### src/rtl/bcd7_pkg.sv
// Shared constants and types for the two-digit BCD 7-segment scanner.
// Segment codes are active low, ordered {g,f,e,d,c,b,a}.
package bcd7_pkg;

    localparam logic [6:0] SEG_0     = 7'b1000000;
    localparam logic [6:0] SEG_1     = 7'b1111001;
    localparam logic [6:0] SEG_2     = 7'b0100100;
    localparam logic [6:0] SEG_3     = 7'b0110000;
    localparam logic [6:0] SEG_4     = 7'b0011001;
    localparam logic [6:0] SEG_5     = 7'b0010010;
    localparam logic [6:0] SEG_6     = 7'b0000010;
    localparam logic [6:0] SEG_7     = 7'b1111000;
    localparam logic [6:0] SEG_8     = 7'b0000000;
    localparam logic [6:0] SEG_9     = 7'b0010000;
    localparam logic [6:0] SEG_E     = 7'b0000110;
    localparam logic [6:0] SEG_BLANK = 7'b1111111;

    localparam logic [1:0] AN_OFF  = 2'b11;
    localparam logic [1:0] AN_ONES = 2'b10;
    localparam logic [1:0] AN_TENS = 2'b01;

    localparam logic [3:0] BCD_MAX = 4'd9;

    typedef enum logic {
        ONES = 1'b0,
        TENS = 1'b1
    } digit_sel_e;

    function automatic logic bcd_illegal(input logic [7:0] value);
        return (value[7:4] > BCD_MAX) || (value[3:0] > BCD_MAX);
    endfunction

endpackage

### src/rtl/bcd_to_7seg.sv
// Combinational BCD nibble to active-low 7-segment decoder.
// Non-decimal nibbles render as the error glyph E.
module bcd_to_7seg
    import bcd7_pkg::*;
(
    input  logic [3:0] nibble,
    output logic [6:0] seg
);

    always_comb begin
        case (nibble)
            4'd0:    seg = SEG_0;
            4'd1:    seg = SEG_1;
            4'd2:    seg = SEG_2;
            4'd3:    seg = SEG_3;
            4'd4:    seg = SEG_4;
            4'd5:    seg = SEG_5;
            4'd6:    seg = SEG_6;
            4'd7:    seg = SEG_7;
            4'd8:    seg = SEG_8;
            4'd9:    seg = SEG_9;
            default: seg = SEG_E;
        endcase
    end

endmodule

### src/rtl/bcd2_7seg_scan.sv
// Two-digit common-anode scanner for the BCD up/down counter: captures Count,
// multiplexes the digits, flags illegal BCD and pulses on 99<->00 wraps.
module bcd2_7seg_scan
    import bcd7_pkg::*;
#(
    parameter int REFRESH_DIV = 50000,
    parameter bit LZ_BLANK    = 1'b1
) (
    input  logic       Clk,
    input  logic       Reset,
    input  logic [7:0] Count,
    output logic [6:0] Seg,
    output logic [1:0] An,
    output logic       Err,
    output logic       Wrap
);

    localparam int                DIV_W    = $clog2(REFRESH_DIV);
    localparam logic [DIV_W-1:0] DIV_LAST = DIV_W'(REFRESH_DIV - 1);

    logic [7:0]       cnt_q;
    logic [DIV_W-1:0] div;
    digit_sel_e       state, state_d;
    logic             live, live_d;
    logic             tick;
    logic             err_d;
    logic [3:0]       nibble;
    logic [6:0]       dec_seg;
    logic [6:0]       seg_d;
    logic [1:0]       an_d;

    bcd_to_7seg u_dec (
        .nibble (nibble),
        .seg    (dec_seg)
    );

    // Outputs are built from the next state so An and Seg flip on the same
    // edge as the digit-select state, keeping every slot REFRESH_DIV long.
    always_comb begin
        // NOTE: every combinational output gets a default first so no path
        // through the block leaves a value unassigned and infers a latch.
        tick    = (div == DIV_LAST);
        state_d = state;
        live_d  = live;
        seg_d   = SEG_BLANK;
        an_d    = AN_OFF;

        if (tick) begin
            state_d = (state == ONES) ? TENS : ONES;
            live_d  = 1'b1;
        end

        err_d  = bcd_illegal(cnt_q);
        nibble = (state_d == TENS) ? cnt_q[7:4] : cnt_q[3:0];

        if (live_d) begin
            an_d = (state_d == TENS) ? AN_TENS : AN_ONES;
            if (err_d)
                seg_d = SEG_E;
            else if (LZ_BLANK && state_d == TENS && cnt_q[7:4] == 4'd0)
                seg_d = SEG_BLANK;
            else
                seg_d = dec_seg;
        end
    end

    // NOTE: sequential state uses non-blocking assignments so every register
    // samples pre-edge values regardless of statement order.
    always_ff @(posedge Clk or posedge Reset) begin
        if (Reset) begin
            cnt_q <= 8'h00;
            div   <= '0;
            state <= ONES;
            live  <= 1'b0;
            Seg   <= SEG_BLANK;
            An    <= AN_OFF;
            Err   <= 1'b0;
            Wrap  <= 1'b0;
        end else begin
            cnt_q <= Count;
            div   <= tick ? '0 : div + DIV_W'(1);
            state <= state_d;
            live  <= live_d;
            Seg   <= seg_d;
            An    <= an_d;
            Err   <= err_d;
            // Compared against the incoming Count, so Wrap lands one edge after it.
            Wrap  <= (cnt_q == 8'h99 && Count == 8'h00) ||
                     (cnt_q == 8'h00 && Count == 8'h99);
        end
    end

endmodule
### config.mk
export PLATFORM = sky130hd
export DESIGN_NAME = bcd2_7seg_scan
export DESIGN_NICKNAME = d
export VERILOG_FILES = /design/src/rtl/bcd7_pkg.sv /design/src/rtl/bcd_to_7seg.sv /design/src/rtl/bcd2_7seg_scan.sv
export SDC_FILE = /design/constraint.sdc
export NUM_CORES = 1
export LEC_CHECK = 0
export BUFFER_PORTS_ARGS = -buffer_cell sky130_fd_sc_hd__buf_4
export CAP_MARGIN = 20
export CORE_UTILIZATION = 30
export CTS_BUF_LIST = sky130_fd_sc_hd__clkbuf_4 sky130_fd_sc_hd__clkbuf_8
export CTS_CLUSTER_DIAMETER = 30
export DETAILED_ROUTE_END_ITERATION = 8
export PLACE_DENSITY = 0.57
export SLEW_MARGIN = 20
export SYNTH_ARGS = -nofsm -noshare
export SYNTH_HDL_FRONTEND = slang
export SYNTH_HIERARCHICAL = 1
export SYNTH_SLANG_ARGS = --single-unit
### constraint.sdc
create_clock -name Clk -period 2.84 [get_ports Clk]
set_clock_uncertainty 0.1 [all_clocks]
set_input_delay 0.284 -clock Clk [delete_from_list [all_inputs] [get_ports Clk]]
set_output_delay 0.284 -clock Clk [all_outputs]
set_load 0.01 [all_outputs]
# After elaboration in Yosys (flattened, before gate mapping)
# Memory sizes are Yosys's and may differ from the RTL's.
# Index checks and enable logic that the tools add are counted.
# word_totals
register_bits	37
romBits	112
input_bits	10
out_inout_bits	11
wordCells	33
memories	1
# memory_table
name	words	word_bits	read_ports	rd_clocked_by_memory_dff	wr	line_no	text
(no name shown)	16	7	1	0	0	bcd_to_7seg.sv:11	case (nibble)
# classes
n_addsub	1
magnitude_cmp	2
eq_ne	3
mux	10
reduce_logical	8
# ops
cell	count
$mux W7	3
$add A16 B1 Y16 const B	1
$eq A16 B16 Y1 const B	1
$eq A8 B8 Y1 const B	2
$logic_not A8 Y1	2
$mux W16	1
$gt A4 B4 Y1 const B	2
$logic_not A4 Y1	1
$mux W2	2
$mux W4	1
$logic_and A1 B1 Y1	3
$mux W1	3
$logic_or A1 B1 Y1	2

# Logic depth before layout (Yosys ltp)
# Gate-level depths: netlist of the first run.
# An unclocked memory read counts as a cell.
# logic_depth
ltp_word	7
mapped_depth	11
ltp_nobuf	11

# Hierarchy
# Netlist of the first run, hierarchy kept.
# by_module_without_submodules
mod	instances	cells_per_inst	area_each_um2	seq_area_each_um2
bcd2_7seg_scan	1	132	1632.8	937.1
bcd_to_7seg	1	27	191.4	0.0

# Worst setup path before layout of the first run
# Ideal clock, no wire load.
# synth_path
path_kind	register to register
from	register div[0]
to	register Seg[3]
setup_time_ps	60
arrival_time_ps	2314
t_required_ps	2680
setup_slack_ps	365
path_stages_with_launch	11
n_path_buf	0
synth_period_minus_slack_ps	2475
path_cell_list	dfrtp_1 -> ha_1 -> and3_1 -> and4_4 -> xnor2_4 -> mux2_4 -> inv_1 -> ha_1 -> nand2b_1 -> a21oi_1 -> a211o_1
# synth_between
elab_chain_len	7
elab_cells_between_ends	9
classes_between	eq/ne (1); mux (6); reduce/logical (1); memory (1)
# synth_rtl
item	line_no	text
start: declaration	bcd2_7seg_scan.sv:22	logic [DIV_W-1:0] div;
start signal: assignment	bcd2_7seg_scan.sv:81	div <= tick ? '0 : div + DIV_W'(1);
$eq A16 B16 Y1	bcd2_7seg_scan.sv:42	tick = (div == DIV_LAST);
$mux W1	bcd2_7seg_scan.sv:48	if (tick) begin
$mux W4	bcd2_7seg_scan.sv:54	nibble = (state_d == TENS) ? cnt_q[7:4] : cnt_q[3:0];
via nibble[0]	bcd2_7seg_scan.sv:27	logic [3:0] nibble;
$mem_v2 Z16 W7	--	
via dec_seg[3]	bcd2_7seg_scan.sv:28	logic [6:0] dec_seg;
$mux W7	bcd2_7seg_scan.sv:60	else if (LZ_BLANK && state_d == TENS && cnt_q[7:4] == 4'd0)
$mux W7	bcd2_7seg_scan.sv:58	if (err_d)
$mux W7	bcd2_7seg_scan.sv:56	if (live_d) begin
via seg_d[3]	bcd2_7seg_scan.sv:29	logic [6:0] seg_d;
end signal: assignment	bcd2_7seg_scan.sv:84	Seg <= seg_d;
end: declaration	bcd2_7seg_scan.sv:12	output logic [6:0] Seg,
# The timed path passes the listed nets, and every way through them passes these cells.

# Final worst setup path of the first run
# Ends and elaborated chain as after synthesis.

==> out/summary.txt, run 1 <==
Syn_area_per_cell - 11.5 um2
I/O pins - 21
GP Congestion - 0.796
Routed Antenna Nets - 0
Number of flops mapped to enable cells by yosys - 0
Post-synthesis cell area - 1820 um2
NetSw - 212 uW
CTS HTree Levels - 2
Min-delay worst type - in2async
Ant. Diodes - 0
Final Setup Violations - 0
Via count - 1245
Final hold vios - 17
Cell variety after synth - 43
Worst setup startpoint - div[0]$_DFF_PP0_
CP dominant cell by count - ha_1
Clock latency at the later pin of the worst-skew pair - 280 ps
Pleak - 0.989 nW
Synth warnings - 6
CP Launch Type - flop
# rows - 28
First-pass detailed-route iteration total - 4
Clk pwr share - 38.3%
Crit path capture type - flop
Worst Max-Slew Pin Slew - 439 ps
Largest net degree at the start of global routing - 38
1st-iter DRT viols - 78
Max_cap viols - 0
Fin. max-slew vios - 0
Clock root buffer - clkbuf_8
Residual DRC - 0
P&R area growth vs syn - 21.3%
Final min period - 2630 ps
Critical path type - reg2reg
Share of cells above drive strength 1 - 30.6%
Yosys reg bits - 37
Reg-to-Reg Start - div[0]$_DFF_PP0_
Arr. time, crit path - 2750 ps
Tot GR Track Use - 11.2%
Clock sink total - 37
Internal power - 767 uW
Die Area - 6400 um2
First-pass GRT wire length - 5.45 mm
Pwr Density - 442 nW/um2
Grt total ovfl - 0
Final Worst Setup Slack - 213 ps
CP Cell Sequence - ha_1 > and3_2 > and4_4 > xnor2_4 > mux2_4 > inv_2 > ha_1 > nand2b_1 > a21oi_1 > a211o_1
RSZ-0062 raised after global routing - false
Vias/cell - 4.65
Sw frac - 21.7%
Tcrit/Tclk final - 92.5%
Status - finished, violations left
Worst-path clk slew - 70 ps
Sequential area share after synthesis - 51.4%
FFs w/ async S/R, synth - 100%
Port Buf Inserts - 20
Failing checks - hold timing
Fmax - 381 MHz
Initial antenna violation count - 0
Critical path peak fanout - 8
Worst-case vdd ir drop - 0.203 mV
Vias in the first global route - 1163
Largest stage delay, worst path - 410 ps
WHS - -3.53 ps
HPWL Detailed - 2.24 mm
Worst path slowest cell - dfrtp_1
Relative slew slack - 70.7%
Starting density of the core - 31.0%
Max clock buf depth - 2
Core ar. - 5890 um2
Share of power burned in combinational logic - 6.6%
Syn nets - 175
Post-synthesis cell count - 159
Synth Flop Type - dfrtp_1
DP Worst Slack - 132 ps
CTS tree - built
Die W - 80.0 um
Detailed Route WL - 3.14 mm
Final core occ - 37.6%
WL/cell - 11.7 um
Final TNS setup - 0 ps
Fin nets - 208
Chip Height - 80.0 um
CP required - 2970 ps
Reg power frac - 55.1%
CTS Buf Count - 5
-- cell type report --
cell class	count	area [um2]
Fill cell	622	3670
Sequential cell	37	937
Multi-Input combinational cell	111	826
Timing Repair Buffer	31	243
Tap cell	75	93.8
Clock buffer	8	91.3
Inverter	6	22.5
-- state kept, by name, indices dropped and copies added, names as in the netlist --
signal  flops
div        16
cnt_q       8
Seg         7
An          2
Err         1
Wrap        1
live        1
state       1
-- cells in the mapped netlist, drive strengths merged, types with 2 or more instances --
cell type / count / area [um2]
a211o: 5 / 43.8
a21oi: 7 / 38.8
and2: 2 / 12.5
and3: 4 / 25.0
and4: 2 / 20.0
and4bb: 2 / 25.0
buf: 4 / 35.0
dfrtp: 28 / 701
dfstp: 9 / 236
ha: 6 / 75.1
inv: 6 / 22.5
mux2: 4 / 60.1
mux2i: 2 / 20.0
nand2: 7 / 26.3
nand2b: 3 / 18.8
nand3: 8 / 40.0
nand4: 4 / 25.0
nor2: 18 / 67.6
nor3b: 2 / 15.0
nor4: 4 / 46.3
o211ai: 2 / 15.0
o21ai: 3 / 15.0
or2: 3 / 18.8
or4: 2 / 15.0
xnor2: 7 / 80.1
xor2: 7 / 61.3
-- repair_timing --
| item | CTS | global route |
|---|---|---|
| gates resized for setup | 0 | 3 |
| endpoints found under the setup margin | 0 | 2 |
| hold buffers | 0 | 4 |
| buffers inserted | 0 | 6 |
| endpoints found under the hold margin | 0 | 4 |
-- per-stage QoR --
step	total power, mW	cells	area [um2]
after detailed placement	0.610	250	2040
after global placement	0.610	250	2040
after CTS	0.990	258	2130
final	0.979	268	2210
after floorplan	0.589	159	1820
after global routing	1.03	268	2210
-- critical path, delay by kind of cell, from the launching register on --
| family | cells | cell delay [ps] |
|---|---|---|
| compound gates | 2 | 270 |
| buf+inv | 1 | 80 |
| flops | 1 | 410 |
| xor+xnor | 1 | 260 |
| simple gates | 3 | 620 |
| mux | 1 | 360 |
| fa+ha+maj | 2 | 470 |
-- metal layers --
metal | global-route usage [%] | vias to the layer above | wire length [um]
met3 | 3.77 | 5 | 143
met1 | 15.6 | 590 | 1640
li1 | - | 625 | -
met4 | 4.29 | 0 | 50
met5 | 0 | - | 0
met2 | 15.9 | 25 | 1310
-- cells in the final DEF, fill, tap and decap left out, types with 3 or more instances in the layout --
cell type      count
a211o_1            5
a21oi_1            6
and3_1             3
buf_4             27
clkbuf_4           3
clkbuf_8           5
dfrtp_1           28
dfstp_2            9
dlygate4sd3_1      4
ha_1               6
inv_1              4
mux2_4             4
nand2_1            7
nand2b_1           3
nand3_1            8
nand4_1            4
nor2_1            18
o21ai_0            3
xnor2_1            6
xor2_1             7
-- power by group through the flow --
stage,Clock [mW],Sequential (mW),Combinational [mW]
after floorplan,0,0.548,0.0412
after global placement,0,0.549,0.0613
after detailed placement,0,0.549,0.0614
after CTS,0.389,0.539,0.0618
after global routing,0.418,0.540,0.0740
final,0.375,0.539,0.0645
-- final timing paths --
kind                            depth (start not counted)  slack, ps                 end
worst min register to register                          1        380    div[0]$_DFF_PP0_
max in group asynchronous                               3       2300    Seg[2]$_DFF_PP1_
worst max-delay path                                   10        210    Seg[3]$_DFF_PP1_
worst max register to register                         10        210    Seg[3]$_DFF_PP1_
worst min-delay path                                    3         -4    div[0]$_DFF_PP0_
min in group Clk                                        1         20  cnt_q[0]$_DFF_PP0_
-- logic make-up after synthesis --
family / synth area share, %
muxes: 4.39
buffers and inverters: 3.43
and+or+nand+nor: 22.0
AOI/OAI and AO/OA: 6.93
xor gates and xnor gates: 7.75
adders and majority gates: 4.12
DFF: 51.4
Power figures use the tool's default switching activity.
==> inputs of run 2 (changes only) <==
--- a/config.mk
+++ b/config.mk
@@ -6,7 +6,7 @@
 export NUM_CORES = 1
 export LEC_CHECK = 0
 export BUFFER_PORTS_ARGS = -buffer_cell sky130_fd_sc_hd__buf_4
-export CAP_MARGIN = 20
+export CAP_MARGIN = 0
 export CORE_UTILIZATION = 30
 export CTS_BUF_LIST = sky130_fd_sc_hd__clkbuf_4 sky130_fd_sc_hd__clkbuf_8
 export CTS_CLUSTER_DIAMETER = 30
==> constraint.sdc (replaced) <==
create_clock -name Clk -period 2.84 [get_ports Clk]
set_clock_uncertainty 0.1 [all_clocks]
set_input_delay 0 -clock Clk [delete_from_list [all_inputs] [get_ports Clk]]
set_output_delay 0 -clock Clk [all_outputs]
set_load 0.01 [all_outputs]
==> run 2 against run 1 <==
Effect of this change: the flow now finishes without violations; combinational power up 11%; largest cell class unchanged; flip-flop and latch count unchanged; wire length up 1.8%; critical endpoint is now Seg[2]$_DFF_PP1_; worst hold slack better by 270 ps.
==> out/summary.txt, run 2 (same netlist as run 1, synthesis figures left out) <==
Routed Antenna Nets - 0 (unchanged)
Chip Height - 80.0 um (unchanged)
Grt total ovfl - 0 (unchanged)
GP Congestion - 0.793 (-0.39%)
# rows - 28 (unchanged)
CTS HTree Levels - 2 (unchanged)
Clk pwr share - 37.0% (-1.3 points)
Core ar. - 5890 um2 (unchanged)
Critical path type - reg2reg
Most frequent cells in the layout - buf_4, dfrtp_1, nor2_1, dfstp_2, dlygate4sd3_1
Worst path slowest cell - dfrtp_1
Final hold vios - 0 (-17)
Most common cell after layout, fill and taps aside - buf_4
1st-iter DRT viols - 103 (+32%)
NetSw - 221 uW (+4.1%)
Vias/cell - 4.59 (-1.2%)
Tot GR Track Use - 11.0% (-0.23 points)
Clock sink total - 37 (unchanged)
Share of power burned in combinational logic - 7.4% (+0.8 points)
Die W - 80.0 um (unchanged)
Clock root buffer - clkbuf_8
Min-delay worst type - in2reg
Critical path depth in cells - 10 (unchanged)
CP required - 2950 ps (-20 ps)
Hold path depth - 2
Number of flip-flops in the largest register - 16 (unchanged)
Clock latency at the later pin of the worst-skew pair - 290 ps (about the same)
Initial antenna violation count - 0 (unchanged)
Tcrit/Tclk final - 94.6% (+2.1 points)
Share of cells above drive strength 1 - 29.0% (-1.6 points)
Worst-path clk slew - 80 ps (about the same)
Vias in the first global route - 1132 (-2.7%)
I/O pins - 21 (unchanged)
HPWL Detailed - 2.30 mm (+3.0%)
Largest net degree at the start of global routing - 24 (-37%)
Largest stage delay, worst path - 410 ps (about the same)
Port Buf Inserts - 20 (unchanged)
WP buf/inv - 1 (unchanged)
Final Setup Violations - 0 (unchanged)
WHS - 270 ps (+274 ps)
Worst-case vdd ir drop - 0.160 mV (-21%)
CTS tree - built
Critical path peak fanout - 10 (+2)
Starting density of the core - 31.0% (unchanged)
Worst Max-Slew Pin Slew - 846 ps (+406 ps)
Worst Reg-to-Reg Cells - 10 (unchanged)
FILL cells - 602 (-3.2%)
Biggest regs - div: 16 flops, cnt_q: 8 flops, Seg: 7 flops
CP Launch Type - flop
Fin. max-slew vios - 0 (unchanged)
Final TNS setup - 0 ps (unchanged)
Fmax - 372 MHz (-2.2%)
Relative slew slack - 43.6% (-27 points)
WL/cell - 11.6 um (-0.75%)
Max_cap viols - 0 (unchanged)
Arr. time, crit path - 2790 ps (+40 ps)
Sw frac - 22.8% (+1.1 points)
Die Area - 6400 um2 (unchanged)
Pleak - 1.02 nW (+3.2%)
Residual DRC - 0 (unchanged)
Status - finished, final reports clean
Ant. Diodes - 0 (unchanged)
First-pass detailed-route iteration total - 4 (unchanged)
Crit path capture type - flop
Via count - 1262 (+1.4%)
First-pass GRT wire length - 5.33 mm (-2.3%)
P&R area growth vs syn - 24.6%
Pwr Density - 427 nW/um2 (-3.5%)
Reg power frac - 55.6% (+0.5 points)
Final core occ - 38.6% (+1.0 points)
Max clock buf depth - 2 (unchanged)
CP Cell Sequence - ha_1 > and3_1 > and4_4 > xnor2_4 > buf_4 > mux2_4 > or2_1 > a21o_1 > nor2_1 > o211ai_1
Crit-path leading delay family - simple AND/OR/NAND/NOR gates
Top reg by flops - div
Internal power - 749 uW (-2.4%)
Final min period - 2690 ps (+59.9 ps)
CTS Buf Count - 5 (unchanged)
Detailed Route WL - 3.20 mm (+1.8%)
Fin nets - 215 (+3.4%)
-- run 2: changes by cell type in the layout (fill, tap and decap cells not counted), sizes merged --
cell	previous run	this run
buf	27	29
clkbuf	8	6
clkinv	0	2
dlygate4sd3	4	9
-- run 2: worst register-to-register path, stage by stage, from the launching register on --
cell and delay [ps]:
dfrtp_1 410, ha_1 240, and3_1 240, and4_4 230
xnor2_4 250, buf_4 160, mux2_4 340, or2_1 260
a21o_1 180, nor2_1 90, o211ai_1 110
-- run 2: through the flow --
stage	cell area, um2	power (mW)	worst slack [ps]	std cells
final	2270	0.969	153	275
after detailed placement	2040	0.611	154	251
after global placement	2040	0.612	192	251
after floorplan	1820	0.589	365	159
after global routing	2270	1.02	-14.5	275
after CTS	2220	0.986	135	268
-- run 2: area by class of cell --
| cell class | count | area (um2) | share of cell area (%) |
|---|---|---|---|
| timing repair buffer | 38 | 308 | 13.5 |
| tap | 75 | 93.8 | 4.13 |
| multi-input combinational | 111 | 825 | 36.3 |
| inverter | 6 | 22.5 | 0.991 |
| clock inverter | 2 | 10.0 | 0.441 |
| sequential | 37 | 937 | 41.2 |
| clock buffer | 6 | 76.3 | 3.36 |
-- run 2: what timing repair did --
action                     CTS  global route
gates resized for setup      0             0
setup endpoints to repair    0             3
setup buffers                0             7
hold endpoints to repair    29             0
hold buffers                 9             0
-- run 2: layer usage --
metal / global-route usage [%] / wire length (um) / vias up
met4: 6.43 / 86 / 0
met1: 15.8 / 1690 / 588
met5: 0 / 0 / -
met2: 14.7 / 1310 / 26
li1: - / - / 638
met3: 2.74 / 121 / 10
-- run 2: power by group through the flow --
stage	combinational [mW]	sequential (mW)	clock (mW)
final	0.0715	0.539	0.359
after detailed placement	0.0626	0.549	0
after global routing	0.0802	0.540	0.399
after CTS	0.0724	0.539	0.375
after global placement	0.0626	0.549	0
after floorplan	0.0412	0.548	0
-- run 2: worst paths after layout --
kind	slack, ps	startpoint	to
min in group asynchronous	340	Reset	state$_DFF_PP0_
setup reg to reg	150	div[0]$_DFF_PP0_	Seg[2]$_DFF_PP1_
setup / recovery	150	div[0]$_DFF_PP0_	Seg[2]$_DFF_PP1_
max in group asynchronous	1580	Reset	Seg[0]$_DFF_PP1_
hold / removal	270	Count[6]	cnt_q[6]$_DFF_PP0_
hold reg to reg	370	div[15]$_DFF_PP0_	div[15]$_DFF_PP0_
==> inputs of run 3 (changes only) <==
--- a/config.mk
+++ b/config.mk
@@ -5,13 +5,14 @@
 export SDC_FILE = /design/constraint.sdc
 export NUM_CORES = 1
 export LEC_CHECK = 0
+export ABC_AREA = 1
 export BUFFER_PORTS_ARGS = -buffer_cell sky130_fd_sc_hd__buf_4
 export CAP_MARGIN = 0
 export CORE_UTILIZATION = 30
 export CTS_BUF_LIST = sky130_fd_sc_hd__clkbuf_4 sky130_fd_sc_hd__clkbuf_8
 export CTS_CLUSTER_DIAMETER = 30
 export DETAILED_ROUTE_END_ITERATION = 8
-export PLACE_DENSITY = 0.57
+export PLACE_DENSITY = 0.54
 export SLEW_MARGIN = 20
 export SYNTH_ARGS = -nofsm -noshare
 export SYNTH_HDL_FRONTEND = slang
==> run 3 against run 2 <==
Effect of this change: register-to-register slack improved by 170 ps; critical path depth is 7 higher; die area up 2.8%; combinational power rose by 2.9%; critical path type unchanged.
==> out/summary.txt, run 3 <==
# rows - 28 (unchanged)
CTS tree - built
Largest net degree at the start of global routing - 30 (+25%)
Top cell type's share of synthesized area - 37.3% (-1.1 points)
Post-synthesis cell count - 226 (+42%)
HPWL Detailed - 2.50 mm (+8.7%)
Vias in the first global route - 1331 (+18%)
Tot GR Track Use - 12.3% (+1.3 points)
Worst setup startpoint - div[0]$_DFF_PP0_
Fmax - 397 MHz (+6.6%)
Count leader, synth - nand2_1
Via count - 1440 (+14%)
Crit Reg-Reg Endpoint - Seg[0]$_DFF_PP1_
FFs w/ async S/R, synth - 100% (unchanged)
Synth warnings - 6 (unchanged)
Worst path slowest cell - dfrtp_1
Internal power - 851 uW (+14%)
Worst Reg-to-Reg Cells - 17 (+7)
Die W - 81.1 um (+1.4%)
RSZ-0062 raised after global routing - false
CTS HTree Levels - 2 (unchanged)
Initial antenna violation count - 0 (unchanged)
First-pass GRT wire length - 6.03 mm (+13%)
1st-iter DRT viols - 70 (-32%)
CP dominant cell by count - nand2_1
Syn nets - 242 (+38%)
Reg-to-Reg Start - div[0]$_DFF_PP0_
Synth area leader - dfrtp_1
Chip Height - 81.1 um (+1.4%)
FILL cells - 602 (unchanged)
Most common cell after layout, fill and taps aside - nand2_1
GP Congestion - 0.810 (+2.2%)
Worst Max-Slew Pin Slew - 603 ps (-242 ps)
Reg2Reg Setup Slack - 320 ps (+170 ps)
Biggest regs - div: 16 flops, cnt_q: 8 flops, Seg: 7 flops
Top reg by flops - div
Number of flip-flops in the largest register - 16 (unchanged)
Critical path depth in cells - 17 (+7)
Status - finished, final reports clean
P&R area growth vs syn - 24.6% (about the same)
I/O pins - 21 (unchanged)
Reg power frac - 49.8% (-5.8 points)
Share of power burned in combinational logic - 6.8% (-0.6 points)
Max clock buf depth - 2 (unchanged)
WP buf/inv - 3 (+2)
Post-CTS Setup Bufs - 0 (unchanged)
WL/cell - 9.94 um (-15%)
Port Buf Inserts - 20 (unchanged)
Clock root buffer - clkbuf_8
Fin. max-slew vios - 0 (unchanged)
End of the critical path - Seg[0]$_DFF_PP1_
Fin nets - 279 (+30%)
Final min period - 2520 ps (-167 ps)
CP Cell Sequence - ha_1 > nand2_1 > inv_2 > nand2_2 > nor2_4 > nand2_4 > nand2_4 > nand2_4 > o21ai_1 > inv_1 > ha_1 > o21ai_0 > nor2_1 > inv_1 > nand2_1 > nand2_1 > nand2_1
Yosys reg bits - 37 (unchanged)
Synth Flop Type - dfrtp_1
Post_cts resized - 0 (unchanged)
Cell variety after synth - 25 (-42%)
Ant. Diodes - 0 (unchanged)
Vias/cell - 4.25 (-7.4%)
Crit path capture type - flop
Clock latency at the later pin of the worst-skew pair - 290 ps (about the same)
CP required - 2960 ps (about the same)
Post-synthesis cell area - 1880 um2 (+2.9%)
Clk pwr share - 43.4% (+6.4 points)
Final hold vios - 0 (unchanged)
Starting density of the core - 31.3% (+0.33 points)
CTS Buf Count - 5 (unchanged)
NetSw - 229 uW (+4.0%)
Arr. time, crit path - 2640 ps (-150 ps)
Grt total ovfl - 0 (unchanged)
Worst-case vdd ir drop - 0.282 mV (+76%)
Routed Antenna Nets - 0 (unchanged)
Critical path peak fanout - 10 (unchanged)
Relative slew slack - 59.7% (+16 points)
Tcrit/Tclk final - 88.7% (-5.9 points)
Critical path type - reg2reg
Clock sink total - 37 (unchanged)
CP Launch Type - flop
Synth area leaders - dfrtp_1, dfstp_2, nand2_1
Sequential area share after synthesis - 49.9% (-1.4 points)
Syn_area_per_cell - 8.30 um2 (-28%)
Overall power - 1.08 mW (+12%)
Pleak - 1.16 nW (+14%)
Final Setup Violations - 0 (unchanged)
Worst-path clk slew - 70 ps (about the same)
Most frequent cells in the layout - nand2_1, inv_1, dfrtp_1, nor2_1, buf_4
Largest stage delay, worst path - 380 ps (-30 ps)
Post-synth top cells - nand2_1, inv_1, dfrtp_1
First-pass detailed-route iteration total - 4 (unchanged)
Detailed Route WL - 3.37 mm (+5.3%)
Residual DRC - 0 (unchanged)
Sw frac - 21.2% (-1.5 points)
Max_cap viols - 0 (unchanged)
Number of flops mapped to enable cells by yosys - 0 (unchanged)
Core ar. - 5990 um2 (+1.8%)
Crit-path leading delay family - simple AND/OR/NAND/NOR gates
Hold-fix buffers at CTS - 9 (unchanged)
Min-delay worst type - in2async
Pwr Density - 462 nW/um2 (+8.4%)
Die Area - 6580 um2 (+2.8%)
Final TNS setup - 0 ps (unchanged)
Share of cells above drive strength 1 - 22.7% (-6.3 points)
## run 3: cell types whose count changed in the layout (fill, tap and decap cells not counted), moves of 6 or more
| cell | delta |
|---|---|
| nand2_1 | +42 |
| inv_1 | +34 |
| xnor2_1 | -6 |
| nor2_1 | +7 |
| buf_4 | -8 |
| nor3_1 | +7 |
## run 3: per-stage QoR
step	util [%]	hold WS, ps	worst slack, ps	instance area [um2]	instances
finish	39.0	239	321	2340	339
global route	39.0	258	74.7	2340	339
CTS	39.0	253	308	2340	339
detailed placement	35.5	18.5	330	2130	322
global placement	35.5	19.8	393	2130	322
floorplan	-	-68.6	597	1880	226
## run 3: power by group through the flow
stage | logic (mW) | clock network, mW | registers (mW)
CTS | 0.0746 | 0.484 | 0.538
finish | 0.0736 | 0.469 | 0.538
detailed placement | 0.0647 | 0 | 0.548
global placement | 0.0646 | 0 | 0.548
global route | 0.0853 | 0.505 | 0.539
floorplan | 0.0399 | 0 | 0.548
## run 3: worst min-delay path by stage
stage,from,cells past startpoint,slack [ps],to
floorplan,Count[0],0,-70,cnt_q[0]$_DFF_PP0_
global placement,Count[6],1,20,cnt_q[6]$_DFF_PP0_
detailed placement,Reset,2,20,cnt_q[5]$_DFF_PP0_
CTS,Reset,3,250,cnt_q[5]$_DFF_PP0_
global route,Count[0],2,260,cnt_q[0]$_DFF_PP0_
finish,Reset,3,240,div[4]$_DFF_PP0_
## run 3: cell families (layout without fill, tap and decap cells)
kind of cell / count (synthesis) / in the layout / share of synthesized area [%]
compound gates: 21 / 21 / 6.13
xor+xnor: 4 / 4 / 1.87
fa+ha+maj: 6 / 6 / 4.00
buf+inv: 44 / 82 / 8.80
flops: 37 / 37 / 49.9
simple gates: 114 / 114 / 29.3
## run 3: worst min-delay path: stages
cell and delay [ps]:
dlygate4sd3_1 530, buf_4 130, inv_2 440
## run 3: layout make-up
type,instances,area [um2],share of cell area [%]
well taps,75,93.8,4.01
flip-flops and latches,37,937,40.1
multi-input cells,145,774,33.1
inverters,44,165,7.06
clock inverters,2,37.5,1.61
repair buffers,30,248,10.6
clock buffers,6,82.6,3.53
## run 3: metal layers
| layer | wire length [um] | vias to the layer above | GRT usage (%) |
|---|---|---|---|
| met4 | 79 | 0 | 6.43 |
| met3 | 140 | 7 | 3.15 |
| li1 | - | 770 | - |
| met5 | 0 | - | 0 |
| met2 | 1420 | 26 | 17.9 |
| met1 | 1730 | 637 | 16.8 |
